## src/rtl/dcache_write_buffer_if.sv

```systemverilog
// dcache_write_buffer_if
//   Bundles the data-cache side, the memory-master side and the occupancy
//   status of the posted-write buffer.
//
//   Cache side : c_req, c_write, c_addr, c_in, c_type -> buffer
//                c_out, c_wait                       <- buffer
//   Master side: m_read, m_write, m_addr, m_din, m_type <- buffer
//                m_dout, m_stall                       -> buffer
//   Status     : wb_empty, wb_full, wb_count           <- buffer
//
//   Handshakes: a cache request (c_req) completes in the cycle where
//   c_wait=0; the cache holds c_req and its payload stable while c_wait=1.
//   A master request (m_read/m_write) completes in the cycle where
//   m_stall=0; the buffer holds the request and payload stable until then.
//
//   modport slave  : the write buffer itself.
//   modport master : whatever drives the cache side and models the memory.
interface dcache_write_buffer_if #(
  parameter int DEPTH = 4
);
  logic                    c_req;
  logic                    c_write;
  logic [31:0]             c_addr;
  logic [31:0]             c_in;
  logic [2:0]              c_type;
  logic [31:0]             c_out;
  logic                    c_wait;
  logic                    m_read;
  logic                    m_write;
  logic [31:0]             m_addr;
  logic [31:0]             m_din;
  logic [2:0]              m_type;
  logic [31:0]             m_dout;
  logic                    m_stall;
  logic                    wb_empty;
  logic                    wb_full;
  logic [$clog2(DEPTH):0]  wb_count;

  modport slave (
    input  c_req, c_write, c_addr, c_in, c_type, m_dout, m_stall,
    output c_out, c_wait, m_read, m_write, m_addr, m_din, m_type,
           wb_empty, wb_full, wb_count
  );

  modport master (
    output c_req, c_write, c_addr, c_in, c_type, m_dout, m_stall,
    input  c_out, c_wait, m_read, m_write, m_addr, m_din, m_type,
           wb_empty, wb_full, wb_count
  );
endinterface

```

## src/rtl/dcache_write_buffer.sv

```systemverilog
// dcache_write_buffer
//   Posted-write buffer between a data cache and an AXI-style memory master.
//   Writes are accepted into a DEPTH-entry circular FIFO without stalling
//   the cache (unless full) and drained one at a time to the master.
//   Reads are held off until every buffered write has drained, so a read
//   always observes earlier writes.
//
//   Ports:
//     clk       - single clock, rising edge
//     rst       - asynchronous, active-high reset
//     bus       - dcache_write_buffer_if.slave (cache side, master side,
//                 occupancy status)
//     dbg_state - current FSM state (IDLE=0, WRITE=1, READ=2, RESP=3)
module dcache_write_buffer #(
  parameter int DEPTH = 4
) (
  input  logic                       clk,
  input  logic                       rst,
  dcache_write_buffer_if.slave       bus,
  output logic [1:0]                 dbg_state
);

  localparam int PW = $clog2(DEPTH);
  localparam int CW = PW + 1;

  typedef enum logic [1:0] {
    IDLE  = 2'd0,
    WRITE = 2'd1,
    READ  = 2'd2,
    RESP  = 2'd3
  } state_t;

  state_t          state;

  logic [31:0]     addr_mem [DEPTH];
  logic [31:0]     data_mem [DEPTH];
  logic [2:0]      type_mem [DEPTH];

  logic [PW-1:0]   wr_ptr;
  logic [PW-1:0]   rd_ptr;
  logic [CW-1:0]   count;

  logic [31:0]     c_out_q;
  logic            m_read_q;
  logic            m_write_q;
  logic [31:0]     m_addr_q;
  logic [31:0]     m_din_q;
  logic [2:0]      m_type_q;

  logic            is_full;
  logic            is_empty;
  logic            push;
  logic            pop;
  logic            c_wait_c;

  assign is_full  = (count == CW'(DEPTH));
  assign is_empty = (count == '0);

  // Fullness is judged on the count at the start of the cycle, so a full
  // buffer refuses a write even while it is popping; the write lands next
  // cycle instead.
  assign push = bus.c_req & bus.c_write & ~is_full &
                ((state == IDLE) || (state == WRITE));

  // The head entry retires on the first non-stalled WRITE cycle.
  assign pop  = (state == WRITE) & ~bus.m_stall;

  // Writes are released the same cycle they are pushed. Reads only see
  // c_wait=0 in RESP, when c_out holds the registered read data.
  always_comb begin
    c_wait_c = 1'b0;
    if (bus.c_req) begin
      if (bus.c_write) c_wait_c = ~push;
      else             c_wait_c = (state != RESP);
    end
  end

  // Payload storage needs no reset: entries are only read when counted.
  always_ff @(posedge clk) begin
    if (push) begin
      addr_mem[wr_ptr] <= bus.c_addr;
      data_mem[wr_ptr] <= bus.c_in;
      type_mem[wr_ptr] <= bus.c_type;
    end
  end

  always_ff @(posedge clk or posedge rst) begin
    if (rst) begin
      state     <= IDLE;
      wr_ptr    <= '0;
      rd_ptr    <= '0;
      count     <= '0;
      c_out_q   <= '0;
      m_read_q  <= 1'b0;
      m_write_q <= 1'b0;
      m_addr_q  <= '0;
      m_din_q   <= '0;
      m_type_q  <= '0;
    end else begin
      // DEPTH is a power of two, so the pointers wrap naturally.
      if (push) wr_ptr <= wr_ptr + PW'(1);
      if (pop)  rd_ptr <= rd_ptr + PW'(1);

      case ({push, pop})
        2'b10:   count <= count + CW'(1);
        2'b01:   count <= count - CW'(1);
        default: count <= count;
      endcase

      case (state)
        IDLE: begin
          if (!is_empty) begin
            state     <= WRITE;
            m_write_q <= 1'b1;
            m_addr_q  <= addr_mem[rd_ptr];
            m_din_q   <= data_mem[rd_ptr];
            m_type_q  <= type_mem[rd_ptr];
          end else if (push) begin
            // Empty buffer: the entry being pushed becomes the head, so its
            // payload is forwarded straight to the master next cycle.
            state     <= WRITE;
            m_write_q <= 1'b1;
            m_addr_q  <= bus.c_addr;
            m_din_q   <= bus.c_in;
            m_type_q  <= bus.c_type;
          end else if (bus.c_req && !bus.c_write) begin
            // Buffer empty and no write arriving: reads may now go out.
            state     <= READ;
            m_read_q  <= 1'b1;
            m_addr_q  <= bus.c_addr;
            m_type_q  <= bus.c_type;
          end
        end

        WRITE: begin
          if (!bus.m_stall) begin
            state     <= IDLE;
            m_write_q <= 1'b0;
          end
        end

        READ: begin
          if (!bus.m_stall) begin
            state    <= RESP;
            m_read_q <= 1'b0;
            c_out_q  <= bus.m_dout;
          end
        end

        RESP: begin
          state <= IDLE;
        end

        default: begin
          state <= IDLE;
        end
      endcase
    end
  end

  assign bus.c_out    = c_out_q;
  assign bus.c_wait   = c_wait_c;
  assign bus.m_read   = m_read_q;
  assign bus.m_write  = m_write_q;
  assign bus.m_addr   = m_addr_q;
  assign bus.m_din    = m_din_q;
  assign bus.m_type   = m_type_q;
  assign bus.wb_empty = is_empty;
  assign bus.wb_full  = is_full;
  assign bus.wb_count = count;
  assign dbg_state    = state;

endmodule

```

## src/flat_wrapper.sv

```systemverilog
// flat-port wrapper written by rule: the top's interface ports become plain ports
module dcache_write_buffer_flat 
#(
  parameter int DEPTH = 4
)
  (clk, rst, dbg_state, bus_c_req, bus_c_write, bus_c_addr, bus_c_in, bus_c_type, bus_m_dout, bus_m_stall, bus_c_out, bus_c_wait, bus_m_read, bus_m_write, bus_m_addr, bus_m_din, bus_m_type, bus_wb_empty, bus_wb_full, bus_wb_count);
  dcache_write_buffer_if #(.DEPTH(DEPTH)) bus_i ();
  input  logic clk;
  input  logic rst;
  output logic [1:0] dbg_state;
  input wire logic [$bits(bus_i.c_req)-1:0] bus_c_req;
  input wire logic [$bits(bus_i.c_write)-1:0] bus_c_write;
  input wire logic [$bits(bus_i.c_addr)-1:0] bus_c_addr;
  input wire logic [$bits(bus_i.c_in)-1:0] bus_c_in;
  input wire logic [$bits(bus_i.c_type)-1:0] bus_c_type;
  input wire logic [$bits(bus_i.m_dout)-1:0] bus_m_dout;
  input wire logic [$bits(bus_i.m_stall)-1:0] bus_m_stall;
  output wire logic [$bits(bus_i.c_out)-1:0] bus_c_out;
  output wire logic [$bits(bus_i.c_wait)-1:0] bus_c_wait;
  output wire logic [$bits(bus_i.m_read)-1:0] bus_m_read;
  output wire logic [$bits(bus_i.m_write)-1:0] bus_m_write;
  output wire logic [$bits(bus_i.m_addr)-1:0] bus_m_addr;
  output wire logic [$bits(bus_i.m_din)-1:0] bus_m_din;
  output wire logic [$bits(bus_i.m_type)-1:0] bus_m_type;
  output wire logic [$bits(bus_i.wb_empty)-1:0] bus_wb_empty;
  output wire logic [$bits(bus_i.wb_full)-1:0] bus_wb_full;
  output wire logic [$bits(bus_i.wb_count)-1:0] bus_wb_count;
  assign bus_i.c_req = bus_c_req;
  assign bus_i.c_write = bus_c_write;
  assign bus_i.c_addr = bus_c_addr;
  assign bus_i.c_in = bus_c_in;
  assign bus_i.c_type = bus_c_type;
  assign bus_i.m_dout = bus_m_dout;
  assign bus_i.m_stall = bus_m_stall;
  assign bus_c_out = bus_i.c_out;
  assign bus_c_wait = bus_i.c_wait;
  assign bus_m_read = bus_i.m_read;
  assign bus_m_write = bus_i.m_write;
  assign bus_m_addr = bus_i.m_addr;
  assign bus_m_din = bus_i.m_din;
  assign bus_m_type = bus_i.m_type;
  assign bus_wb_empty = bus_i.wb_empty;
  assign bus_wb_full = bus_i.wb_full;
  assign bus_wb_count = bus_i.wb_count;
  dcache_write_buffer #(.DEPTH(DEPTH)) u_core (.clk(clk), .rst(rst), .bus(bus_i), .dbg_state(dbg_state));
endmodule
```

## config.mk

```make
export PLATFORM = sky130hd
export DESIGN_NAME = dcache_write_buffer_flat
export DESIGN_NICKNAME = d
export VERILOG_FILES = /design/src/rtl/dcache_write_buffer_if.sv /design/src/rtl/dcache_write_buffer.sv /design/src/flat_wrapper.sv
export SDC_FILE = /design/constraint.sdc
export NUM_CORES = 1
export LEC_CHECK = 0
export ABC_AREA = 1
export CAP_MARGIN = 20
export CELL_PAD_IN_SITES_DETAIL_PLACEMENT = 0
export CELL_PAD_IN_SITES_GLOBAL_PLACEMENT = 2
export CORE_MARGIN = 2
export CORE_UTILIZATION = 39
export DETAILED_ROUTE_END_ITERATION = 10
export PLACE_DENSITY_LB_ADDON = 0.1
export SLEW_MARGIN = 40
export SYNTH_ARGS = -nofsm -noshare
export SYNTH_HDL_FRONTEND = slang
export SYNTH_SLANG_ARGS = --single-unit
```

## constraint.sdc

```tcl
create_clock -name clk -period 8.4 [get_ports clk]
set_clock_uncertainty 0.15 [all_clocks]
set_input_delay 1.68 -clock clk [delete_from_list [all_inputs] [get_ports clk]]
set_output_delay 1.68 -clock clk [all_outputs]
set_load 0.01 [all_outputs]
```

## After elaboration in Yosys (flattened, before gate mapping)

Memory sizes are Yosys's and may differ from the RTL's.
Cells that the tools add are included.

- $add $sub $neg: 4
- Equality and inequality tests: 16
- Mux-type cells: 27
- Bitwise gates (word level): 7
- Reduce and logical (&&, ||, !) cells: 14

Operator list:

| operator | count |
|---|---|
| 32-bit 2-to-1 mux | 5 |
| 2-bit != test, second input constant | 6 |
| 1-bit 2-to-1 mux | 10 |
| 2-bit 2-to-1 mux | 5 |
| 3-bit 2-to-1 mux | 3 |
| 2-bit one-hot mux with 4 select lines | 1 |
| 2-bit == test, second input constant | 3 |
| 3-bit one-hot mux with 2 select lines | 1 |
| 2-bit AND reduction | 3 |
| 3-bit AND reduction | 2 |
| 2-bit nonzero test | 3 |
| 5-bit AND reduction | 1 |
| 2-bit by 1-bit adder with 2-bit output, second input constant | 2 |
| 1-bit AND | 4 |
| 2-bit by 1-bit == test with 1-bit output, second input constant | 2 |
| 4-bit by 3-bit != test with 1-bit output, second input constant | 1 |
| 1-bit one-hot mux with 2 select lines | 2 |
| 3-bit by 1-bit adder with 3-bit output, second input constant | 1 |
| 3-bit == test, second input constant | 1 |
| 3-bit logical NOT | 1 |
| 3-bit by 1-bit != test with 1-bit output, second input constant | 1 |
| 3-bit by 2-bit != test with 1-bit output, second input constant | 1 |
| 1-bit inverter | 3 |
| 3-bit by 1-bit subtractor with 3-bit output, second input constant | 1 |
| 5 further kinds | 5 |

- Bits in registers: 110
- Bits in writable memories: 268
- Input port bits: 104
- Output and inout port bits: 109
- Word-level logic and storage cells: 81
- Memories kept: 3

Memories:

| name | words | width | rd ports | clocked after Yosys merged registers in | wr ports | RTL line | RTL |
|---|---|---|---|---|---|---|---|
| u_core.addr_mem | 4 | 32 | 1 | 0 | 1 | dcache_write_buffer.sv:35 | `logic [31:0] addr_mem [DEPTH];` |
| u_core.data_mem | 4 | 32 | 1 | 0 | 1 | dcache_write_buffer.sv:36 | `logic [31:0] data_mem [DEPTH];` |
| u_core.type_mem | 4 | 3 | 1 | 0 | 1 | dcache_write_buffer.sv:37 | `logic [2:0] type_mem [DEPTH];` |

## Longest topological paths before layout

- Depth in word-level cells: 7
- Gate-level depth with buffers: 11

## Worst setup path before layout

No wires, ideal clock.

- Path kind: in2reg
- Start point: input bus_c_req
- End point: memory u_core.addr_mem[0][0], enable pin
- Setup time: 0.492 ns
- Arrival time: 4.950 ns
- Data required time: 7.758 ns
- Path slack: 2.807 ns
- Cell stages on the path: 4
- Buffers on the path: 0
- Path through: nand3_2 > nor2_1 > inv_1 > nor2_1

- Word-level cells in the longest chain between the ends: 5

Ends and longest elaborated chain:

| item | RTL line | RTL |
|---|---|---|
| start, declared | flat_wrapper.sv:11 | `input wire logic [$bits(bus_i.c_req)-1:0] bus_c_req;` |
| 1-bit AND (3 in a row) | dcache_write_buffer.sv:62 | `assign push = bus.c_req & bus.c_write & ~is_full &` |
| 1-bit 2-to-1 mux | dcache_write_buffer.sv:80 | `if (push) begin` |
| 1-bit 2-to-1 mux (not written as such) | dcache_write_buffer.sv:81 | `addr_mem[wr_ptr] <= bus.c_addr;` |
| end, declared | dcache_write_buffer.sv:35 |  |

No other way between the ends.

## Worst setup path in the final report

- Start point: input bus_c_req
- End point: output bus_c_wait

- Word-level cells in the longest chain between the ends: 6

Ends and longest elaborated chain:

| item | RTL line | RTL |
|---|---|---|
| 1-bit AND (3 in a row) | dcache_write_buffer.sv:62 |  |
| 1-bit inverter | dcache_write_buffer.sv:73 | `if (bus.c_write) c_wait_c = ~push;` |
| 1-bit 2-to-1 mux | dcache_write_buffer.sv:73 |  |
| 1-bit 2-to-1 mux * | dcache_write_buffer.sv:72 | `if (bus.c_req) begin` |
| end, declared | flat_wrapper.sv:19 | `output wire logic [$bits(bus_i.c_wait)-1:0] bus_c_wait;` |

Every way passes the cells marked *; elsewhere a longest branch is shown, timed or not.

==> flow_summary_export.csv <==
group,metric,value,unit
clock_tree,clk_latency,540,ps
worst_setup_path,worstSetupPathType,"in2out",
clock_tree,cts_sinks,378,
clock_tree,htreeDepth,2,
final_layout,multi_input_area,4189,um2
grt,grt-ovfl-total,0,
logic_synthesis,yosysTopAreaCell,"edfxtp_1",
final_layout,layout-drive-gt1-share,8.093,%
final_layout,postLayoutCoreUtil,49.03,%
final_layout,most-common-layout-cells,"581 x nand2_1, 268 x edfxtp_1, 239 x nand3_1, 212 x clkdlybuf4s50_1, 108 x dfrtp_1",
route,vias,10320,
placed_design,dp_cells,2042,
clock_tree,cts_root_buf,"clkbuf_16",
grt,grt.total_usage,19.51,%
worst_setup_path,endpoint,"bus_c_wait",
floorplan,row_count,73,
timing,final.setup.tns,0,ps
logic_synthesis,synth_cells,1368,
logic_synthesis,synth_seq_cells,378,
timing,final.min_clock_period,5034,ps
timing,setup_viol,0,
worst_setup_path,rrSetupSlack,5260,ps
logic_synthesis,synth.avg_cell_area,11.34,um2
final_layout,final_common_cell,"nand2_1",
final_layout,stdcell_count,2119,
floorplan,coreArea,39460,um2
route,drtIter0Drc,499,
timing,maxSlewViolCount,0,
worst_setup_path,start_kind,"primary input",
placed_design,dp.final_hpwl,21.36,mm
timing,fin_crit_sh,59.93,%
logic_synthesis,synth_edf_count,268,
min_path,hp-class,"reg2reg",
route,wl_per_cell,18.67,um
clock_tree,cts.path.max_buffers,3,
timing,finalHoldViolCount,0,
timing,max_freq,198.7,MHz
timing,worst_pin_slew,823.0,ps
clock_tree,cts-resized-gates,0,
logic_synthesis,ys_seq_area_share,69.65,%
worst_setup_path,critPathArrivalTime,3200,ps
final_layout,n_fill_cell,3604,
route,vias_per_cell,4.869,
final_layout,final_nets,1672,
logic_synthesis,synthDistinctLibCells,29,
floorplan,die_w,203.4,um
clock_tree,post_cts_buffers,0,
route,firstDrtPassIters,5,
logic_synthesis,synth_top_area_share,51.90,%
logic_synthesis,ys.warnings.count,0,
worst_setup_path,crit_start,"bus_c_req",
floorplan,initial_utilization,39.30,%
worst_setup_path,cp.required,6570,ps
route,antenna_left,0,
route,routed_wl,39.57,mm
floorplan,die-height,203.4,um
power_and_ir_drop,p_per_area,374.2,nW/um2
floorplan,boundaryPins,213,
final_layout,seqCellArea,10810,um2
clock_tree,clk_pin_slew,60,ps
logic_synthesis,ys_async_sr_fraction,29.10,%
logic_synthesis,synth_fp_nets,1478,
placed_design,place_congestion,0.6961,
floorplan,fp.dieArea,41370,um2
status,status,"completed",
timing,relSlewSlack,45.14,%
grt,antenna_found_initial,3,
grt,grt_pass1_vias,10530,
worst_setup_path,r2r-end,"u_core.addr_mem[1][25]",
worst_setup_path,crit_fanout,5,
logic_synthesis,syn_area,15510,um2
worst_setup_path,r2r_start,"u_core.dbg_state[1]",
worst_setup_path,end_kind,"output port",
timing,rsz0062_at_grt,"no",
grt,grt_max_degree,75,
run,max_cap_viol_count,0,
power_and_ir_drop,finalPower,7238,uW
logic_synthesis,synth-main-ff-cell,"edfxtp_1",
clock_tree,tritoncts,"yes",
placed_design,port_buffers,212,
power_and_ir_drop,peakVddDrop,0.2046,mV
clock_tree,cts_made_buffers,43,
worst_setup_path,r2r_cells,6,
clock_tree,cts_hold_buffers,0,
logic_synthesis,ys_top_cells_by_area,"edfxtp_1 52%, dfrtp_1 18%, nand2_1 14%",
route,drc_errors,0,
power_and_ir_drop,p_leak,0.007886,uW
final_layout,area_delta_synth_final,24.75,%
grt,grt_pass1_wl,61.58,mm
final_layout,diodes,0,
-- registers in the layout, indices dropped and copies added, names as in the netlist --
name	count
u_core.data_mem	128
u_core.bus.m_din	32
u_core.wr_ptr	2
u_core.bus.m_write	1
u_core.bus.c_out	32
u_core.bus.wb_count	3
u_core.dbg_state	2
u_core.addr_mem	128
u_core.bus.m_addr	32
u_core.bus.m_read	1
u_core.type_mem	12
u_core.bus.m_type	3
u_core.rd_ptr	2
-- where the power goes --
part	total, uW	internal [uW]	leakage, uW	switching [uW]
Sequential	2690	2430	0.00377	261
Clock	1780	1060	0.000670	717
Combinational	2770	1110	0.00345	1660
Total	7240	4600	0.00789	2630
-- kinds of logic (layout without fill, tap and decap cells) --
logic type	count (synthesis)	in the layout	share of synthesized area [%]
and+or+nand+nor	840	840	22.72
DFF	378	378	69.65
buffers and inverters	100	326	3.566
muxes	32	32	3.026
AOI/OAI and AO/OA	7	7	0.2259
adders and majority gates	6	6	0.5325
xor gates and xnor gates	5	5	0.2824
-- stage by stage --
step / area, um2 / hold WS, ps / worst slack, ps
after floorplan: 15510 / 343.6 / 2807
after global placement: 17970 / 308.7 / 3355
after detailed placement: 17990 / 315.1 / 3390
after CTS: 19340 / 331.2 / 3381
after global routing: 19340 / 354.2 / 3261
final: 19340 / 328.0 / 3366
-- worst max-delay path, stage by stage --
cell	delay, ps
clkdlybuf4s50_1	530
nand3_2	110
nor2_1	300
nor2_1	90
clkdlybuf4s50_1	490
-- cells in the mapped netlist (2+ instances only) --
master	n
o21ai_0	6
nand3_1	239
nand3_2	2
nand2_4	2
ha_1	5
buf_4	18
dfrtp_1	110
inv_1	17
buf_6	8
mux2_4	29
mux2_2	3
edfxtp_1	268
clkbuf_1	13
buf_2	38
inv_2	4
xor2_1	4
nor2_1	9
nor2_4	2
nand2_1	581
-- final cells by class --
cell class / count / share of cell area (%)
well taps: 525 / 3.396
inverters: 22 / 0.4657
flip-flops and latches: 378 / 55.86
repair buffers: 227 / 11.65
clock buffers: 61 / 6.449
multi-input cells: 890 / 21.65
clock inverters: 16 / 0.5304
-- how the worst min path moves through the flow --
stage                     depth (start not counted)              endpoint                 start
after floorplan                                   1      u_core.wr_ptr[0]      u_core.wr_ptr[0]
after global placement                            2     u_core.bus.m_read     u_core.bus.m_read
after detailed placement                          2   u_core.bus.m_din[5]   u_core.bus.m_din[5]
after CTS                                         2   u_core.bus.m_din[5]   u_core.bus.m_din[5]
after global routing                              2  u_core.bus.m_din[25]  u_core.bus.m_din[25]
final                                             2  u_core.bus.m_din[13]  u_core.bus.m_din[13]
-- routing by layer --
layer / vias to the layer above / wire length [um] / track usage [%]
met1: 4999 / 17720 / 25.92
met2: 255 / 18490 / 31.98
met5: - / 37 / 0
met4: 6 / 553 / 4.249
met3: 46 / 2768 / 5.481
li1: 5011 / - / -
No activity file was read; power rests on OpenSTA's default activity.
